--- config.mk ---
export PLATFORM = sky130hd
export DESIGN_NAME = bcd_accumulator
export DESIGN_NICKNAME = d
export VERILOG_FILES = /design/src/rtl/bcd_pkg.sv /design/src/rtl/bcd_digit_add.sv /design/src/rtl/bcd_accumulator.sv
export SDC_FILE = /design/constraint.sdc
export NUM_CORES = 1
export LEC_CHECK = 0
export BUFFER_PORTS_ARGS = -buffer_cell sky130_fd_sc_hd__buf_2
export CAP_MARGIN = 20
export CELL_PAD_IN_SITES_DETAIL_PLACEMENT = 0
export CELL_PAD_IN_SITES_GLOBAL_PLACEMENT = 1
export CORE_UTILIZATION = 37
export DETAILED_ROUTE_END_ITERATION = 12
export GPL_TIMING_DRIVEN = 0
export PLACE_DENSITY = 0.78
export SKIP_LAST_GASP = 1
export SLEW_MARGIN = 20
export SYNTH_ARGS = -nofsm -noshare
export SYNTH_HDL_FRONTEND = slang
export SYNTH_SLANG_ARGS = --single-unit
export TNS_END_PERCENT = 10
--- constraint.sdc ---
create_clock -name CLOCK_50 -period 2.9 [get_ports CLOCK_50]
set_input_delay 0.58 -clock CLOCK_50 [delete_from_list [all_inputs] [get_ports CLOCK_50]]
set_output_delay 0.58 -clock CLOCK_50 [all_outputs]
set_load 0.01 [all_outputs]
--- src/rtl/bcd_pkg.sv ---
// Shared types and constants for the BCD accumulator datapath.
package bcd_pkg;

    localparam int unsigned DIGIT_W = 4;
    localparam logic [DIGIT_W-1:0] BCD_MAX  = 4'd9;
    localparam logic [DIGIT_W-1:0] BCD_CORR = 4'd6;

    typedef enum logic [1:0] {
        ST_IDLE = 2'd0,
        ST_ADD  = 2'd1,
        ST_DONE = 2'd2
    } state_t;

    function automatic logic is_bcd(input logic [DIGIT_W-1:0] d);
        return d <= BCD_MAX;
    endfunction

endpackage

--- src/rtl/bcd_digit_add.sv ---
// Single-digit BCD adder with carry in/out; purely combinational.
module bcd_digit_add
    import bcd_pkg::*;
(
    input  logic [DIGIT_W-1:0] a,
    input  logic [DIGIT_W-1:0] b,
    input  logic               cin,
    output logic [DIGIT_W-1:0] s,
    output logic               cout
);

    logic [DIGIT_W:0] raw;

    always_comb begin
        raw  = (DIGIT_W+1)'({1'b0, a}) + (DIGIT_W+1)'({1'b0, b}) + (DIGIT_W+1)'(cin);
        s    = raw[DIGIT_W-1:0];
        cout = 1'b0;
        if (raw > (DIGIT_W+1)'(BCD_MAX)) begin
            s    = raw[DIGIT_W-1:0] + BCD_CORR;
            cout = 1'b1;
        end
    end

endmodule

--- src/rtl/bcd_accumulator.sv ---
// BCD running-total accumulator: synchronised add/clear requests fold one
// digit into an NDIGITS-wide BCD total, one digit per clock.
module bcd_accumulator
    import bcd_pkg::*;
#(
    parameter int unsigned NDIGITS     = 2,
    parameter int unsigned SYNC_STAGES = 2
) (
    input  logic                       CLOCK_50,
    input  logic                       reset,
    input  logic [DIGIT_W-1:0]         operand_in,
    input  logic                       add_req,
    input  logic                       clr_req,
    output logic [DIGIT_W*NDIGITS-1:0] acc_bcd,
    output logic                       ovf,
    output logic                       invalid,
    output logic                       busy,
    output logic                       done
);

    localparam int unsigned ACC_W = DIGIT_W * NDIGITS;
    localparam int unsigned IDX_W = (NDIGITS > 1) ? $clog2(NDIGITS) : 1;
    localparam logic [IDX_W-1:0] LAST_IDX = IDX_W'(NDIGITS - 1);

    logic [SYNC_STAGES-1:0] add_sync;
    logic [SYNC_STAGES-1:0] clr_sync;
    logic                   add_prev;
    logic                   clr_prev;
    logic                   add_p;
    logic                   clr_p;

    state_t state;
    state_t state_next;

    logic [DIGIT_W-1:0] operand;
    logic [IDX_W-1:0]   idx;
    logic               carry;
    logic [DIGIT_W-1:0] cur_digit;
    logic [DIGIT_W-1:0] addend;
    logic [DIGIT_W-1:0] sum_digit;
    logic               sum_cout;

    // Sync chains and edge references reset to "high" so a request held
    // through reset must fall and rise again before it counts as an edge.
    always_ff @(posedge CLOCK_50) begin
        if (reset) begin
            add_sync <= '1;
            clr_sync <= '1;
            add_prev <= 1'b1;
            clr_prev <= 1'b1;
        end else begin
            add_sync[0] <= add_req;
            clr_sync[0] <= clr_req;
            for (int i = 1; i < int'(SYNC_STAGES); i++) begin
                add_sync[i] <= add_sync[i-1];
                clr_sync[i] <= clr_sync[i-1];
            end
            add_prev <= add_sync[SYNC_STAGES-1];
            clr_prev <= clr_sync[SYNC_STAGES-1];
        end
    end

    assign add_p = add_sync[SYNC_STAGES-1] & ~add_prev;
    assign clr_p = clr_sync[SYNC_STAGES-1] & ~clr_prev;

    always_ff @(posedge CLOCK_50) begin
        if (reset) begin
            state <= ST_IDLE;
        end else begin
            state <= state_next;
        end
    end

    always_comb begin
        state_next = state;
        if (clr_p) begin
            state_next = ST_IDLE;
        end else begin
            unique case (state)
                ST_IDLE: if (add_p && is_bcd(operand_in)) state_next = ST_ADD;
                ST_ADD:  if (idx == LAST_IDX) state_next = ST_DONE;
                ST_DONE: state_next = ST_IDLE;
                default: state_next = ST_IDLE;
            endcase
        end
    end

    always_comb begin
        busy = 1'b0;
        done = 1'b0;
        unique case (state)
            ST_ADD:  busy = 1'b1;
            ST_DONE: begin
                busy = 1'b1;
                done = 1'b1;
            end
            default: ;
        endcase
    end

    // Select the digit currently being updated.
    always_comb begin
        cur_digit = '0;
        for (int i = 0; i < int'(NDIGITS); i++) begin
            if (idx == IDX_W'(i)) cur_digit = acc_bcd[i*DIGIT_W +: DIGIT_W];
        end
        addend = (idx == '0) ? operand : '0;
    end

    bcd_digit_add u_digit_add (
        .a    (cur_digit),
        .b    (addend),
        .cin  (carry),
        .s    (sum_digit),
        .cout (sum_cout)
    );

    // Datapath registers; clear takes priority in every state.
    always_ff @(posedge CLOCK_50) begin
        if (reset) begin
            acc_bcd <= '0;
            ovf     <= 1'b0;
            invalid <= 1'b0;
            operand <= '0;
            idx     <= '0;
            carry   <= 1'b0;
        end else if (clr_p) begin
            acc_bcd <= '0;
            ovf     <= 1'b0;
            invalid <= 1'b0;
            idx     <= '0;
            carry   <= 1'b0;
        end else begin
            unique case (state)
                ST_IDLE: begin
                    if (add_p) begin
                        if (!is_bcd(operand_in)) begin
                            invalid <= 1'b1;
                        end else begin
                            operand <= operand_in;
                            invalid <= 1'b0;
                            idx     <= '0;
                            carry   <= 1'b0;
                        end
                    end
                end
                ST_ADD: begin
                    for (int i = 0; i < int'(NDIGITS); i++) begin
                        if (idx == IDX_W'(i)) acc_bcd[i*DIGIT_W +: DIGIT_W] <= sum_digit;
                    end
                    carry <= sum_cout;
                    idx   <= idx + IDX_W'(1);
                    // Flag the wrap together with the final digit so it is
                    // visible in the same cycle as done.
                    if (idx == LAST_IDX && sum_cout) ovf <= 1'b1;
                end
                default: ;
            endcase
        end
    end

    logic unused_width;
    assign unused_width = ^ACC_W;

endmodule
==> run_results.csv, run 1 <==
group,metric,value,unit
status,status,"finished clean",
critical_path,cp-start-kind,"flip-flop",
logic_synthesis,yosys-top-cells-count,"dfxtp_1 (24), a21oi_1 (17), nand2_1 (17), nand3_1 (9)",
clocking,clock-sinks,24,
floorplanning,die_y,59.5,µm
logic_synthesis,netlist_instances,140,
layout,area_delta_synth_final,21.3,%
logic_synthesis,async_flop_share,0,
sta,finalSetupViolations,0,
clocking,cts_max_level,1,
critical_path,crit_fanout,5,
critical_path,crit_path_end_kind,"flip-flop",
sta,period_needed,2870,ps
route,drt_iter0_markers,31,
logic_synthesis,synth.yosys.seq_area_share,0.393,
logic_synthesis,synth_cell_types,35,
logic_synthesis,yosys_warnings,0,
sta,tightest_slew,538,ps
route,drc,0,
logic_synthesis,ys.flop_type,"dfxtp_1",
worst_hold_path,holdPathStages,1,
power,p_int,0.000400,W
critical_path,cp.required,3100,ps
place,io_buffers,19,
logic_synthesis,synth_edf_count,0,
clocking,cts_hold_buf,0,
route,vias_per_cell,5.02,
layout,drive_above_1_share,0.298,
clocking,cts_root_buf,"clkbuf_4",
route,drt-wirelength-per-cell,12.1,µm
global_routing,grt_max_degree,13,
logic_synthesis,synth_area_per_cell,8.73,µm²
sta,setup_tns,0,ps
floorplanning,num_io_pins,20,
power,p_leak,0.608,nW
place,place_congestion,0.847,
route,drtAntennaViolNets,0,
layout,fin_nets,187,
sta,whs,436,ps
clocking,clock_latency,310,ps
global_routing,track_usage,0.173,
layout,fin_area,1480,µm²
layout,post-route-util,0.478,
route,dr.pass1.iters,4,
logic_synthesis,synth_top_area_frac,0.393,
critical_path,reg2reg_slack,30,ps
clocking,cts_max_path_buffers,2,
floorplanning,die_width,59.5,µm
floorplanning,initial_core_util,0.394,
logic_synthesis,synthesis.area,1220,µm²
global_routing,antenna_found_initial,0,
logic_synthesis,syn-num-nets,157,
global_routing,grt_pass1_vias,1070,
power,combPwrFrac,0.079,
critical_path,worstSetupPathType,"reg -> reg",
clocking,path_clk_slew,120,ps
power,p_per_area,351,nW/µm²
power,p_clk_frac,0.275,
sta,grt_setup_unrepaired,"yes",
place,placed_cell_area,1370,µm²
logic_synthesis,ys_top_cells_by_area,"dfxtp_1 (39%), ha_1 (7.2%), a21oi_1 (7.0%)",
critical_path,arrival,3070,ps
layout,antenna_cells,0,
clocking,cts_tree,"yes",
floorplanning,num_rows,20,
sta,finalWorstSetupSlack,27.3,ps
logic_synthesis,yosysMostFrequentCell,"dfxtp_1",
sta,fin_crit_sh,0.991,
power,vdd_drop_max,327,µV
global_routing,grt_pass1_wl,4620,µm
sta,drv_slew,0,
route,routed_wl,2560,µm
sta,slew_headroom,0.641,
worst_hold_path,hp-class,"reg -> reg",
power,power_frac_seq,0.646,
sta,fmax,348,MHz
sta,clock_skew,5.47,ps
route,vias,1064,
sta,finalHoldViolations,0,
floorplanning,core_area,3100,µm²
logic_synthesis,synth_top_cell_by_area,"dfxtp_1",
clocking,cts_inserted_buffers,3,
power,netSwitchingFraction,0.232,
flow_run,cap_violations,0,
power,p_switching,0.000121,W
place,preCtsSetupSlack,-323,ps
logic_synthesis,ys_ff_latch,24,
global_routing,grt_overflow,0,
critical_path,ff2ff_path_depth,10,
floorplanning,die-area,3540,µm²
place,hpwlAfterDp,1970,µm
==> path summary, 6_finish.rpt <==
check                                       startpoint                       to
worst min register to register  clr_sync[0]$_SDFF_PP1_   clr_sync[1]$_SDFF_PP1_
worst max register to register        idx$_SDFFE_PP0P_  acc_bcd[2]$_SDFFE_PP0P_
worst max-delay path                  idx$_SDFFE_PP0P_  acc_bcd[2]$_SDFFE_PP0P_
worst min-delay path            clr_sync[0]$_SDFF_PP1_   clr_sync[1]$_SDFF_PP1_
==> cell type report <==
class / count / area [µm²]
Buffer: 5 / 20.0
Clock buffer: 3 / 22.5
Fill cell: 317 / 1620
Inverter: 7 / 26.3
Multi-Input combinational cell: 104 / 734
Sequential cell: 24 / 484
Tap cell: 44 / 55.1
Timing Repair Buffer: 25 / 140
==> routing by layer <==
layer  GRT usage  share of wire  up-vias
li1            -              -      546
met1       0.218           0.47      483
met2       0.286           0.48       33
met3      0.0480          0.048        2
met4      0.0476         0.0055        0
met5           0              0        -
==> worst max-delay path, cell delays in order, from the launching register on <==
cell and delay [ps]:
dfxtp_4 390, mux2_4 310, fa_2 410, fa_2 420, xor2_2 180, inv_2 80
ha_4 160, a31o_1 210, o31a_1 280, o211ai_1 210, a21oi_1 90
==> metrics by stage <==
step                cells  total power (W)
CTS                   211         0.000525
global placement      203         0.000381
floorplan             140         0.000370
global route          212         0.000545
finish                212         0.000521
detailed placement    203         0.000383
==> sequential cells by signal, indices dropped and copies added (netlist names), 2 cells and up <==
name and count:
acc_bcd 8, add_sync 2, clr_sync 2, operand 4
state 2
==> what timing repair did <==
item | 4_1_cts | 5_1_grt
setup buffers | 5 | 1
gates resized for setup | 10 | 2
setup endpoints to repair | 8 | 6
pin swaps | 6 | 2
==> logic make-up (layout without fill, tap and decap cells) <==
kind of cell,Yosys count,in the layout,synth area share
and+or+nand+nor,56,56,0.243
AOI/OAI and AO/OA,34,34,0.179
DFF,24,24,0.393
buffers and inverters,12,40,0.0368
adders and majority gates,9,9,0.104
muxes,4,4,0.0368
xor gates and xnor gates,1,1,0.00717
==> power by group through the flow <==
stage | Clock (W) | Sequential, W | Combinational, W
after floorplan | 0 | 0.000344 | 0.0000253
after global routing | 0.000161 | 0.000337 | 0.0000470
after detailed placement | 0 | 0.000345 | 0.0000382
final | 0.000143 | 0.000336 | 0.0000413
after global placement | 0 | 0.000344 | 0.0000371
after CTS | 0.000147 | 0.000336 | 0.0000407
==> layout by cell type, fill, tap and decap left out, drive strengths merged, types with 4 or more instances in the layout <==
cell	n
nor2b	7
mux2	4
buf	27
o21ai	4
nand4	4
inv	7
clkbuf	6
nand2	17
dfxtp	24
a21oi	17
ha	7
nand2b	4
nand3	9
or2	6
Note: power is estimated with default switching activity, not from simulation.
==> run 2, diff against run 1 <==
Settings changed: ABC_AREA set to 1, CAP_MARGIN 20 to not set, CORE_UTILIZATION 37 to 36, PLACE_DENSITY 0.78 to 0.77.
==> run 2 against run 1 <==
Effect of this change:
- final area up 1.8%
- clock skew is 1.4 ps lower
- sequential share of layout area fell by 0.73 points
- via count grew 6.2%
- critical endpoint is now acc_bcd[3]$_SDFFE_PP0P_
==> run_results.csv, run 2 <==
group,metric,value,unit
status,status,"finished clean",
worst_hold_path,holdPathStages,1,
layout,post-route-util,0.442,
logic_synthesis,synth_area_per_cell,7.53,µm²
floorplanning,die-area,3910,µm²
power,p_per_area,382,nW/µm²
route,drtAntennaViolNets,0,
layout,fin_area,1510,µm²
sta,period_needed,2730,ps
logic_synthesis,ys_ff_latch,24,
layout,mostFrequentLayoutCell,"inv_1",
logic_synthesis,ys_top_cells_by_area,"dfxtp_1 (36%), inv_1 (8.8%), nand2_1 (7.1%)",
floorplanning,die_y,62.5,µm
logic_synthesis,synth_cell_types,26,
route,drt-wirelength-per-cell,10.4,µm
power,vdd_drop_max,364,µV
clocking,cts_max_level,1,
floorplanning,core_area,3420,µm²
layout,biggestRegsByFlops,"acc_bcd: 8 flops, operand: 4 flops",
logic_synthesis,netlist_instances,175,
logic_synthesis,syn-num-nets,192,
place,io_buffers,19,
place,placed_cell_area,1470,µm²
sta,grt_setup_unrepaired,"no",
critical_path,reg2reg_from,"idx$_SDFFE_PP0P_",
floorplanning,initial_core_util,0.386,
route,drt_iter0_markers,66,
logic_synthesis,ys.flop_type,"dfxtp_1",
clocking,cts_inserted_buffers,3,
sta,slew_headroom,0.722,
clocking,cts_root_buf,"clkbuf_4",
layout,area_delta_synth_final,14.5,%
critical_path,ff2ff_path_depth,12,
critical_path,crit_fanout,5,
clocking,clock-sinks,24,
floorplanning,die_width,62.5,µm
layout,top_register,"acc_bcd",
route,vias,1130,
clocking,cts_max_path_buffers,2,
place,place_congestion,0.790,
flow_run,cap_violations,0,
global_routing,antenna_found_initial,0,
route,routed_wl,2530,µm
logic_synthesis,yosys-top-cells-count,"inv_1 (31), nand2_1 (25), dfxtp_1 (24), nor2_1 (18), nand3_1 (15)",
logic_synthesis,synthesis.area,1320,µm²
power,fin_total_pwr,0.000576,W
global_routing,grt_overflow,0,
layout,drive_above_1_share,0.247,
global_routing,grt_pass1_vias,1061,
layout,layout_common_cells,"inv_1 (31), nand2_1 (25), dfxtp_1 (23)",
layout,largest_reg_flops,8,
clocking,cts_tree,"yes",
layout,fillers,365,
logic_synthesis,async_flop_share,0,
power,p_leak,0.746,nW
sta,finalWorstSetupSlack,167,ps
sta,fmax,366,MHz
global_routing,track_usage,0.141,
sta,finalHoldViolations,0,
sta,setup_tns,0,ps
critical_path,rr_endpoint,"acc_bcd[3]$_SDFFE_PP0P_",
sta,tightest_slew,413,ps
critical_path,cp.required,3120,ps
worst_hold_path,worstHoldStart,"add_sync[0]$_SDFF_PP1_",
critical_path,worstSetupPathType,"reg -> reg",
route,dr.pass1.iters,4,
sta,clock_skew,4.09,ps
worst_hold_path,min_to,"add_sync[1]$_SDFF_PP1_",
floorplanning,num_io_pins,20,
logic_synthesis,synth_top_cell_by_area,"dfxtp_1",
critical_path,arrival,2960,ps
global_routing,grt_pass1_wl,4430,µm
layout,fin_nets,216,
clocking,cts_setup_buffers,0,
critical_path,crit_path_end_kind,"flip-flop",
logic_synthesis,synth.yosys.seq_area_share,0.365,
layout,antenna_cells,0,
place,preCtsSetupSlack,61.0,ps
critical_path,cp-start-kind,"flip-flop",
route,vias_per_cell,4.63,
logic_synthesis,synth_top_area_frac,0.365,
place,hpwlAfterDp,2090,µm
logic_synthesis,yosys_warnings,0,
route,drc,0,
sta,finalSetupViolations,0,
clocking,path_clk_slew,130,ps
logic_synthesis,synth_edf_count,0,
logic_synthesis,yosysMostFrequentCell,"inv_1",
sta,fin_crit_sh,0.943,
floorplanning,num_rows,21,
worst_hold_path,hp-class,"reg -> reg",
clocking,clock_latency,310,ps
critical_path,reg2reg_slack,170,ps
global_routing,grt_max_degree,14,
sta,drv_slew,0,
==> run 2: metal layers <==
layer / part of all wire / global-route usage
met4: 0.0032 / 0.0233
met1: 0.47 / 0.167
met3: 0.042 / 0.0420
met2: 0.49 / 0.250
met5: 0 / 0
==> run 2: layout make-up <==
type | instances | area [µm²] | share of cell area
flip-flops and latches | 24 | 482 | 0.319
inverters | 33 | 124 | 0.0821
well taps | 46 | 57.6 | 0.0381
multi-input cells | 116 | 696 | 0.461
repair buffers | 19 | 95.1 | 0.0630
clock buffers | 4 | 36.3 | 0.0240
plain buffers | 2 | 18.8 | 0.0124
==> run 2: worst max path at each step <==
stage                                start                      end  slack [ps]  depth (start not counted)
after floorplan           idx$_SDFFE_PP0P_  acc_bcd[1]$_SDFFE_PP0P_         330                         12
after global placement    idx$_SDFFE_PP0P_  acc_bcd[2]$_SDFFE_PP0P_          70                         12
after detailed placement  idx$_SDFFE_PP0P_  acc_bcd[3]$_SDFFE_PP0P_          60                         13
after CTS                 idx$_SDFFE_PP0P_  acc_bcd[3]$_SDFFE_PP0P_          30                         13
after global routing      idx$_SDFFE_PP0P_  acc_bcd[1]$_SDFFE_PP0P_          40                         12
final                     idx$_SDFFE_PP0P_  acc_bcd[3]$_SDFFE_PP0P_         170                         12
==> run 2: cells by family after synthesis <==
| group | after synthesis | share of synthesized area |
|---|---|---|
| muxes | 1 | 0.00855 |
| AOI/OAI and AO/OA | 28 | 0.132 |
| adders and majority gates | 9 | 0.0969 |
| and+or+nand+nor | 78 | 0.291 |
| buffers and inverters | 35 | 0.107 |
| DFF | 24 | 0.365 |
==> run 2: repair_timing <==
action,CTS,global route
gates resized for setup,0,3
hold buffers,0,0
setup endpoints to repair,0,8
==> run 2: metrics by stage <==
| stage | instances | hold slack [ps] |
|---|---|---|
| final | 244 | 432 |
| after detailed placement | 240 | 405 |
| after CTS | 244 | 434 |
| after floorplan | 175 | 389 |
| after global placement | 240 | 394 |
| after global routing | 244 | 426 |
==> run 2: critical path: stages, from the launching register on <==
cell,delay [ps]
dfxtp_2,400
mux2_2,360
fa_1,460
fa_1,440
nand2_2,120
nand2_4,70
ha_1,250
a21oi_4,150
nand2_4,80
nand3_1,90
nand3_1,100
nand2_1,80
inv_1,40
==> run 2: power by group <==
part | internal (W) | switching, W | total (W)
logic | 0.0000242 | 0.0000382 | 0.0000624
clock network | 0.0000766 | 0.0000974 | 0.000174
registers | 0.000337 | 0.00000290 | 0.000340
total | 0.000438 | 0.000138 | 0.000576
